<file path="config.mk">
export PLATFORM = sky130hd
export DESIGN_NAME = pipelined_adder
export DESIGN_NICKNAME = d
export VERILOG_FILES = /design/src/rtl/pipelined_adder.sv
export SDC_FILE = /design/constraint.sdc
export NUM_CORES = 1
export LEC_CHECK = 0
export CAP_MARGIN = 10
export CORE_AREA = 2 2 87 89
export DETAILED_ROUTE_END_ITERATION = 6
export DIE_AREA = 0 0 89 91
export GPL_TIMING_DRIVEN = 0
export PLACE_DENSITY = 0.76
export SLEW_MARGIN = 20
export SYNTH_ARGS = -nofsm -noshare
export SYNTH_HDL_FRONTEND = slang
export SYNTH_SLANG_ARGS = --single-unit
</file>
<file path="constraint.sdc">
create_clock -name clk -period 3.45 [get_ports clk]
set_input_delay 0.69 -clock clk [delete_from_list [all_inputs] [get_ports clk]]
set_output_delay 0.69 -clock clk [all_outputs]
set_load 0.02 [all_outputs]
</file>
<file path="src/rtl/pipelined_adder.sv">
// Pipelined ripple-carry adder/subtractor: the WIDTH-bit add is cut into STAGES
// slices of CHUNK bits, with one slice resolved per clock and a valid/ready handshake.
module pipelined_adder #(
  parameter int WIDTH  = 16,
  parameter int STAGES = 4
) (
  input  logic             clk,
  input  logic             rst,
  input  logic             in_valid,
  output logic             in_ready,
  input  logic [WIDTH-1:0] a,
  input  logic [WIDTH-1:0] b,
  input  logic             cin,
  input  logic             sub,
  output logic             out_valid,
  input  logic             out_ready,
  output logic [WIDTH-1:0] s,
  output logic             cout,
  output logic             ovf
);

  localparam int CHUNK = (STAGES > 0) ? WIDTH / STAGES : 1;

  if (WIDTH < 1 || STAGES < 1 || (WIDTH % STAGES) != 0) begin : g_bad_cfg
    $error("pipelined_adder: WIDTH (%0d) must be >= 1 and a multiple of STAGES (%0d)",
           WIDTH, STAGES);
  end

  // CHUNK-bit add; bit CHUNK of the result is the slice carry out.
  function automatic logic [CHUNK:0] slice_add(input logic [CHUNK-1:0] x,
                                               input logic [CHUNK-1:0] y,
                                               input logic             c);
    return {1'b0, x} + {1'b0, y} + {{CHUNK{1'b0}}, c};
  endfunction

  // Carry into the MSB is recovered as x ^ y ^ sum at the MSB position.
  function automatic logic signed_ovf(input logic x_msb, input logic y_msb,
                                      input logic s_msb, input logic c_out);
    return x_msb ^ y_msb ^ s_msb ^ c_out;
  endfunction

  logic adv;
  assign adv      = !out_valid || out_ready;
  assign in_ready = adv;

  for (genvar k = 0; k < STAGES; k++) begin : g_stage
    localparam int REM = WIDTH - k * CHUNK;

    logic [REM-1:0]         a_in;
    logic [REM-1:0]         b_in;
    logic                   c_in;
    logic                   vld_in;
    logic [CHUNK:0]         add;
    logic [(k+1)*CHUNK-1:0] sum_d;
    logic [(k+1)*CHUNK-1:0] sum_p;
    logic                   carry_p;
    logic                   vld_p;

    assign add = slice_add(a_in[CHUNK-1:0], b_in[CHUNK-1:0], c_in);

    if (k == 0) begin : g_head
      assign a_in   = a;
      assign b_in   = sub ? ~b : b;
      assign c_in   = sub | cin;
      assign vld_in = in_valid;
      assign sum_d  = add[CHUNK-1:0];
    end else begin : g_link
      assign a_in   = g_stage[k-1].g_fwd.a_p;
      assign b_in   = g_stage[k-1].g_fwd.b_p;
      assign c_in   = g_stage[k-1].carry_p;
      assign vld_in = g_stage[k-1].vld_p;
      assign sum_d  = {add[CHUNK-1:0], g_stage[k-1].sum_p};
    end

    // ---- stage k register boundary ----
    always_ff @(posedge clk) begin
      if (rst)      vld_p <= 1'b0;
      else if (adv) vld_p <= vld_in;
    end

    if (k == STAGES - 1) begin : g_tail
      logic ovf_p;
      always_ff @(posedge clk) begin
        if (rst) begin
          sum_p   <= '0;
          carry_p <= 1'b0;
          ovf_p   <= 1'b0;
        end else if (adv) begin
          sum_p   <= sum_d;
          carry_p <= add[CHUNK];
          ovf_p   <= signed_ovf(a_in[CHUNK-1], b_in[CHUNK-1], add[CHUNK-1], add[CHUNK]);
        end
      end
    end else begin : g_fwd
      // Skew registers: only the operand slices later stages still need.
      logic [REM-CHUNK-1:0] a_p;
      logic [REM-CHUNK-1:0] b_p;
      always_ff @(posedge clk) begin
        if (adv) begin
          sum_p   <= sum_d;
          carry_p <= add[CHUNK];
          a_p     <= a_in[REM-1:CHUNK];
          b_p     <= b_in[REM-1:CHUNK];
        end
      end
    end
  end

  assign out_valid = g_stage[STAGES-1].vld_p;
  assign s         = g_stage[STAGES-1].sum_p;
  assign cout      = g_stage[STAGES-1].carry_p;
  assign ovf       = g_stage[STAGES-1].g_tail.ovf_p;

endmodule

</file>
# Word-level counts from Yosys, hierarchy flattened
# Cells that the tools add are included.
# word_totals
n_memories	0
out_inout_bits	20
ram_bits	0
mem_bits_ro	0
inputBits	38
reg_bits	97
elab_cells	35
latch_bits	0
# op_classes
n_mux	1
eq_ne	0
reduce_logical	2
n_mul	0
div	0
shifts	0
magnitude_cmp	0
bitwise	5
addsub	8
# op_table
op	n
$add 4x4->5	4
$add 5x1->5	4
$mux 16	1
$not 16->16	1
$xor 1x1->1	3
$logic_not 1->1	1
$logic_or 1x1->1	1
$or 1x1->1	1

# Logic depth before layout (Yosys ltp)
# Gate-level depths: netlist (run 1).
# depth
ltp_word	4
mapped_depth	7
mapped_depth_nobuf	6

# Least setup slack after synthesis (run 1)
# No wires, ideal clock.
# synth_timing
path_type	input to register
start	input port sub
end	register g_stage[0].carry_p (data pin)
arrival_time_ns	2.419
setup_ns	0.254
t_required_ns	3.196
slack_ns	0.777
path_buffers	2
cell_stages	7
cell_sequence	buf_2 > buf_2 > xor2_1 > fa_1 > fa_1 > a21o_1 > a21o_1
# synth_via
elab_chain_len	3
elab_cells_between_ends	4
classes_between	add/sub: 2; mux: 1; bitwise: 1
# synth_lines
element	line_no	rtl
start: declaration	14	input logic sub,
$mux 16	63	assign b_in = sub ? ~b : b;
$add 4x4->5	33	return {1'b0, x} + {1'b0, y} + {{CHUNK{1'b0}}, c};
$add 5x1->5 (*)	33	
named net g_stage[0].add[4]	53	logic [CHUNK:0] add;
end signal: assignment	101	carry_p <= add[CHUNK];
end: declaration	56	logic carry_p;
# The timed path passes the listed nets; every way through them passes the cells marked *.
# A chain may end at the register's enable or synchronous reset.

# Final worst setup path (run 1)
# layout_timing
start	input port out_ready
end	output port in_ready
# layout_via
elab_chain_len	1
# layout_lines
element	line_no	rtl
start: declaration	16	input logic out_ready,
$logic_or 1x1->1	43	assign adv = !out_valid || out_ready;
end: declaration	10	output logic in_ready,
# No other way between the ends.

==> results of run 1 <==
cell usage in the layout, fill, tap and decap left out, types with 4 or more instances in the layout:
| cell | synthesis | routed |
|---|---|---|
| nand2_1 | 34 | 34 |
| xor2_1 | 19 | 19 |
| fa_1 | 8 | 8 |
| ha_1 | 12 | 12 |
| a21oi_1 | 20 | 20 |
| edfxtp_1 | 75 | 75 |
| inv_1 | 5 | 5 |
| clkbuf_1 | 3 | 4 |
| clkdlybuf4s50_1 | 0 | 56 |
| clkbuf_8 | 0 | 11 |
| dfxtp_1 | 22 | 22 |
| buf_2 | 5 | 4 |
| xnor2_1 | 6 | 6 |
| a21o_1 | 9 | 9 |
| nor2_1 | 5 | 5 |
kinds of logic (layout without fill, tap and decap cells):
family,after synthesis,count (layout),share of synthesized area
flip-flops,97,97,0.730
AND/OR/NAND/NOR,44,44,0.0485
AO/OA/AOI/OAI,36,36,0.0631
XOR/XNOR,25,25,0.0594
adder cells (fa/ha/maj),20,20,0.0841
buffers and inverters,13,86,0.0149
worst reg2reg max path: stages (launching register included):
cell and delay [ns]:
edfxtp_1 0.40, fa_1 0.47, fa_1 0.42, a21o_1 0.18, a21oi_2 0.16, xnor2_1 0.09, a211oi_2 0.21
cell type report:
class,count,area (µm²)
well taps,99,124
plain buffers,8,38.8
multi-input cells,125,941
flip-flops and latches,97,2690
fillers,534,2530
clock inverters,4,51.3
inverters,5,18.8
repair buffers,57,581
clock buffers,12,155
per-stage QoR:
step                 util  instances  cell area [µm²]  hold WS [ns]
CTS                 0.645        407             4600         0.416
finish              0.645        407             4600         0.418
floorplan               -        235             3690         0.400
detailed placement  0.616        391             4400         0.405
global route        0.645        407             4600         0.420
global placement    0.613        390             4370         0.401
per-layer routing:
layer,up-vias,wire length (µm)
li1,965,-
met1,917,2160
met2,50,2410
met3,9,237
met4,0,112
met5,-,0
registers in the layout (all words and copies together) (netlist names):
register and cells:
cout 1, g_stage.sum_p 24, g_stage.vld_p 3, g_stage.g_fwd.a_p 24, ovf 1, g_stage.carry_p 3, g_stage.g_fwd.b_p 24, s 16
out_valid 1
power groups by stage:
stage	Clock (W)	Sequential [W]	Combinational, W
final	0.000734	0.00154	0.000402
after floorplan	0	0.00161	0.000188
after global routing	0.000793	0.00156	0.000448
after global placement	0	0.00156	0.000394
after detailed placement	0	0.00157	0.000408
after CTS	0.000757	0.00154	0.000409
path summary, 6_finish.rpt:
kind | start | end
max | out_ready | in_ready
min | g_stage[1].sum_p[3] | g_stage[2].sum_p[3]
max reg2reg | g_stage[2].carry_p | ovf
min reg2reg | g_stage[1].sum_p[3] | g_stage[2].sum_p[3]
==> results.yml, run 1 <==
status:
  status: "complete, no violations"
placement:
  dp_hpwl_um: 3390
  finalWeightedCongestion: 0.696
  pre_cts_ws_ns: 0.244
  io_buffers: 56
critical_path:
  crit_fanout: 37
  critical-path-slowest-cell: "clkdlybuf4s50_1"
  critPathKind: "in -> out"
  r2r_slack_ns: 1.43
  path_delay_family: "buffers and inverters"
  path_depth: 5
  slowest_delay_ns: 0.69
  worst_setup_path_start_kind: "input port"
  arrival_ns: 2.50
  path_buf_inv: 4
  worstPathCellList: "clkdlybuf4s50_1 -> nor2b_1 -> inv_1 -> buf_4 -> clkdlybuf4s50_1"
  reg2reg_depth: 6
  end_kind: "output port"
  cp.required_ns: 2.76
  cpMostUsedCell: "clkdlybuf4s50_1"
pwr:
  pwr-share-seq: 0.576
  p_sw_w: 0.000611
  switching_share: 0.228
  p_total_w: 0.00268
  vdd_drop_max_uv: 257
  power_frac_clock: 0.274
  comb_power_share: 0.150
  internal_power_w: 0.00207
  power_density_nw_per_um2: 582
  p_leak_nw: 1.80
flow_run:
  cap_violations: 0
global_routing:
  groute.layer.met1.usage: 0.165
  antenna_found_initial: 0
  grt_overflow: 0
  met3_usage: 0.0273
  grt_max_degree: 50
  grt_usage: 0.134
  grt_pass1_wl_um: 8140
  grt_pass1_vias: 1887
  grtUsageMet2: 0.217
  grt.busiest_layer: "met2"
worst_hold_path:
  hold_depth: 0
  hp-class: "reg -> reg"
routing:
  wl_um: 4910
  drc: 0
  wire_per_inst_um: 12.1
  antenna_left: 0
  first_pass_iters: 4
  first_iter_violations: 114
  viasPerCell: 4.77
  vias: 1941
sta:
  fin_tns_setup_ns: 0
  setup_viol: 0
  tightest_slew_ns: 0.495
  relSlewSlack: 0.670
  slew_viol_final: 0
  max_freq_mhz: 314
  clock_skew_ns: 0.00669
  period_share: 0.924
  fin_ws_ns: 0.261
  rsz0062_at_grt: "no"
  finalHoldViolCount: 0
  min_period_ns: 3.19
clock_tree:
  cts_root_buffer: "clkbuf_8"
  cts.clk_slew.worst_paths_ns: 0.09
  ctsResizeCount: 0
  postCtsSetupRepairBufs: 0
  cts_hold_repair.buffers: 0
  cts.sinks: 97
  htree_num_levels: 3
  numCtsBuffers: 9
  insertion_delay_ns: 0.34
  cts_tree: "yes"
  cts_max_path_buffers: 2
cells_and_area:
  layout.nets: 361
  area_growth_pct: 24.8
  num_antenna_cells: 0
  drive_gt1_frac: 0.0812
floorplan:
  num_rows: 31
  die_width_um: 89
  io_pins: 58
  die_area_um2: 8100
  coreArea_um2: 7140
  fp.dieH_um: 91
  start_util: 0.517
logic_synthesis:
  synthDominantCellAreaShare: 0.611
  ys.flop_type: "edfxtp_1"
  async_flop_share: 0
  synth_seq_area_share: 0.730
  syn_avg_cell_area_um2: 15.7
  synth_common_cells: "edfxtp_1, nand2_1, dfxtp_1"
  synth.area.top_cells: "edfxtp_1, dfxtp_1, xor2_1"
  yosysMostFrequentCell: "edfxtp_1"
  synth.distinct_cells: 23
  syn_nets: 293
  netlist_area_um2: 3690
  synth_cells: 235
  synth_warnings: 0
  synth_top_area_cell: "edfxtp_1"
  synth_edf_count: 75
  ys_seq_elements: 97
(Power assumes the default switching activity.)
==> run 2: changes to the inputs <==
--- a/config.mk
+++ b/config.mk
@@ -5,7 +5,7 @@
 export SDC_FILE = /design/constraint.sdc
 export NUM_CORES = 1
 export LEC_CHECK = 0
-export CAP_MARGIN = 10
+export CAP_MARGIN = 30
 export CORE_AREA = 2 2 87 89
 export DETAILED_ROUTE_END_ITERATION = 6
 export DIE_AREA = 0 0 89 91
==> results of run 2 <==
Final layout, timing and power as in run 1 (identical DEF).
==> run 3: changes to the inputs <==
--- a/config.mk
+++ b/config.mk
@@ -10,6 +10,7 @@
 export DETAILED_ROUTE_END_ITERATION = 6
 export DIE_AREA = 0 0 89 91
 export GPL_TIMING_DRIVEN = 0
+export MAX_ROUTING_LAYER = met4
 export PLACE_DENSITY = 0.76
 export SLEW_MARGIN = 20
 export SYNTH_ARGS = -nofsm -noshare
==> results.yml, run 3 (same netlist as run 1, synthesis figures left out) <==
pwr:
  vdd_drop_max_uv: 257
  power_density_nw_per_um2: 582
  p_leak_nw: 1.80
cells_and_area:
  stdcell_count: 407
  multiInputGateArea_um2: 941
  final_common_cell: "edfxtp_1"
  layout.nets: 361
  reg.largest.list: "g_stage.g_fwd.a_p (24), g_stage.g_fwd.b_p (24), g_stage.sum_p (24)"
  num_antenna_cells: 0
  seq_area_um2: 2690
  fillCellCount: 534
  final_cell_mix: "edfxtp_1, clkdlybuf4s50_1, nand2_1"
  area_growth_pct: 24.8
  drive_gt1_frac: 0.0812
placement:
  finalWeightedCongestion: 0.703
  dp_hpwl_um: 3390
  dp.cells: 391
  io_buffers: 56
routing:
  first_pass_iters: 4
  drc: 0
  dr_wl_met3_um: 272
  viasPerCell: 4.79
  antenna_left: 0
  wire_per_inst_um: 12.0
  met1Wirelength_um: 2140
  vias: 1951
  wl_um: 4900
  first_iter_violations: 101
  routed.top_layer: "met4"
  wl_met2_um: 2380
status:
  status: "complete, no violations"
clock_tree:
  cts_max_path_buffers: 2
  numCtsBuffers: 9
  cts_root_buffer: "clkbuf_8"
  ctsResizeCount: 0
  cts.sinks: 97
  postCtsSetupRepairBufs: 0
  cts.clk_slew.worst_paths_ns: 0.09
  htree_num_levels: 3
  cts_tree: "yes"
  insertion_delay_ns: 0.34
  cts_hold_repair.buffers: 0
floorplan:
  num_rows: 31
  start_util: 0.517
  fp.dieH_um: 91
  die_area_um2: 8100
  die_width_um: 89
  io_pins: 58
  coreArea_um2: 7140
global_routing:
  grt_pass1_wl_um: 8140
  grt_max_degree: 50
  grt_usage: 0.138
  antenna_found_initial: 0
  grt_pass1_vias: 1891
  grt_overflow: 0
critical_path:
  arrival_ns: 2.49
  cp.required_ns: 2.76
  crit_fanout: 37
  end_kind: "output port"
  r2r_slack_ns: 1.44
  rr_endpoint: "ovf"
  reg2reg_depth: 6
  worst_setup_path_start_kind: "input port"
  critPathKind: "in -> out"
  rr_startpoint: "g_stage[2].carry_p"
sta:
  slew_viol_final: 0
  period_share: 0.922
  setup_viol: 0
  rsz0062_at_grt: "no"
  max_freq_mhz: 314
  holdWs_ns: 0.417
  tightest_slew_ns: 0.489
  min_period_ns: 3.18
  clock_skew_ns: 0.00634
  finalHoldViolCount: 0
  relSlewSlack: 0.674
worst_hold_path:
  holdCritStartpoint: "g_stage[1].sum_p[3]"
  min_delay_worst_endpoint: "g_stage[2].sum_p[3]"
  hold_depth: 0
  hp-class: "reg -> reg"
flow_run:
  cap_violations: 0
[run 3: cell counts in the layout (fill, tap and decap cells not counted)]
Identical to the previous run, type by type.
[run 3: critical path: stages]
cell and delay [ns]:
clkdlybuf4s50_1 0.45, nor2b_1 0.05, inv_1 0.15, buf_4 0.45, clkdlybuf4s50_1 0.69
[run 3: power by group]
part | switching (W) | internal (W) | total [W]
Clock | 0.000359 | 0.000375 | 0.000734
Combinational | 0.000189 | 0.000214 | 0.000402
Sequential | 0.0000635 | 0.00148 | 0.00154
Total | 0.000611 | 0.00207 | 0.00268
[run 3: layout make-up]
class                           instances  share of cell area
Multi-Input combinational cell        125               0.204
Clock buffer                           12              0.0337
Inverter                                5             0.00408
Sequential cell                        97               0.585
Clock inverter                          4              0.0111
Tap cell                               99              0.0269
Buffer                                  8             0.00843
Timing Repair Buffer                   57               0.126
[run 3: metal layers]
metal,track usage,vias up
li1,-,965
met1,0.165,919
met2,0.217,58
met3,0.0245,9
met4,0.0784,0
met5,-,-
[run 3: metrics by stage]
step,setup WS (ns),power [W],instance area (µm²),utilization,setup TNS (ns)
3_5_place_dp,0.244,0.00198,4400,0.616,0
6_report,0.269,0.00268,4600,0.645,0
5_1_grt,0.139,0.00280,4600,0.645,0
2_1_floorplan,0.777,0.00179,3690,-,0
3_3_place_gp,-0.779,0.00196,4370,0.613,-0.779
4_1_cts,0.241,0.00271,4600,0.645,0
[run 3: worst max path at each step]
| stage | from | end | slack (ns) |
|---|---|---|---|
| finish | out_ready | in_ready | 0.27 |
| global route | out_ready | in_ready | 0.14 |
| CTS | out_ready | in_ready | 0.24 |
| detailed placement | out_ready | in_ready | 0.24 |
| global placement | out_ready | in_ready | -0.78 |
| floorplan | sub | g_stage[0].carry_p | 0.78 |
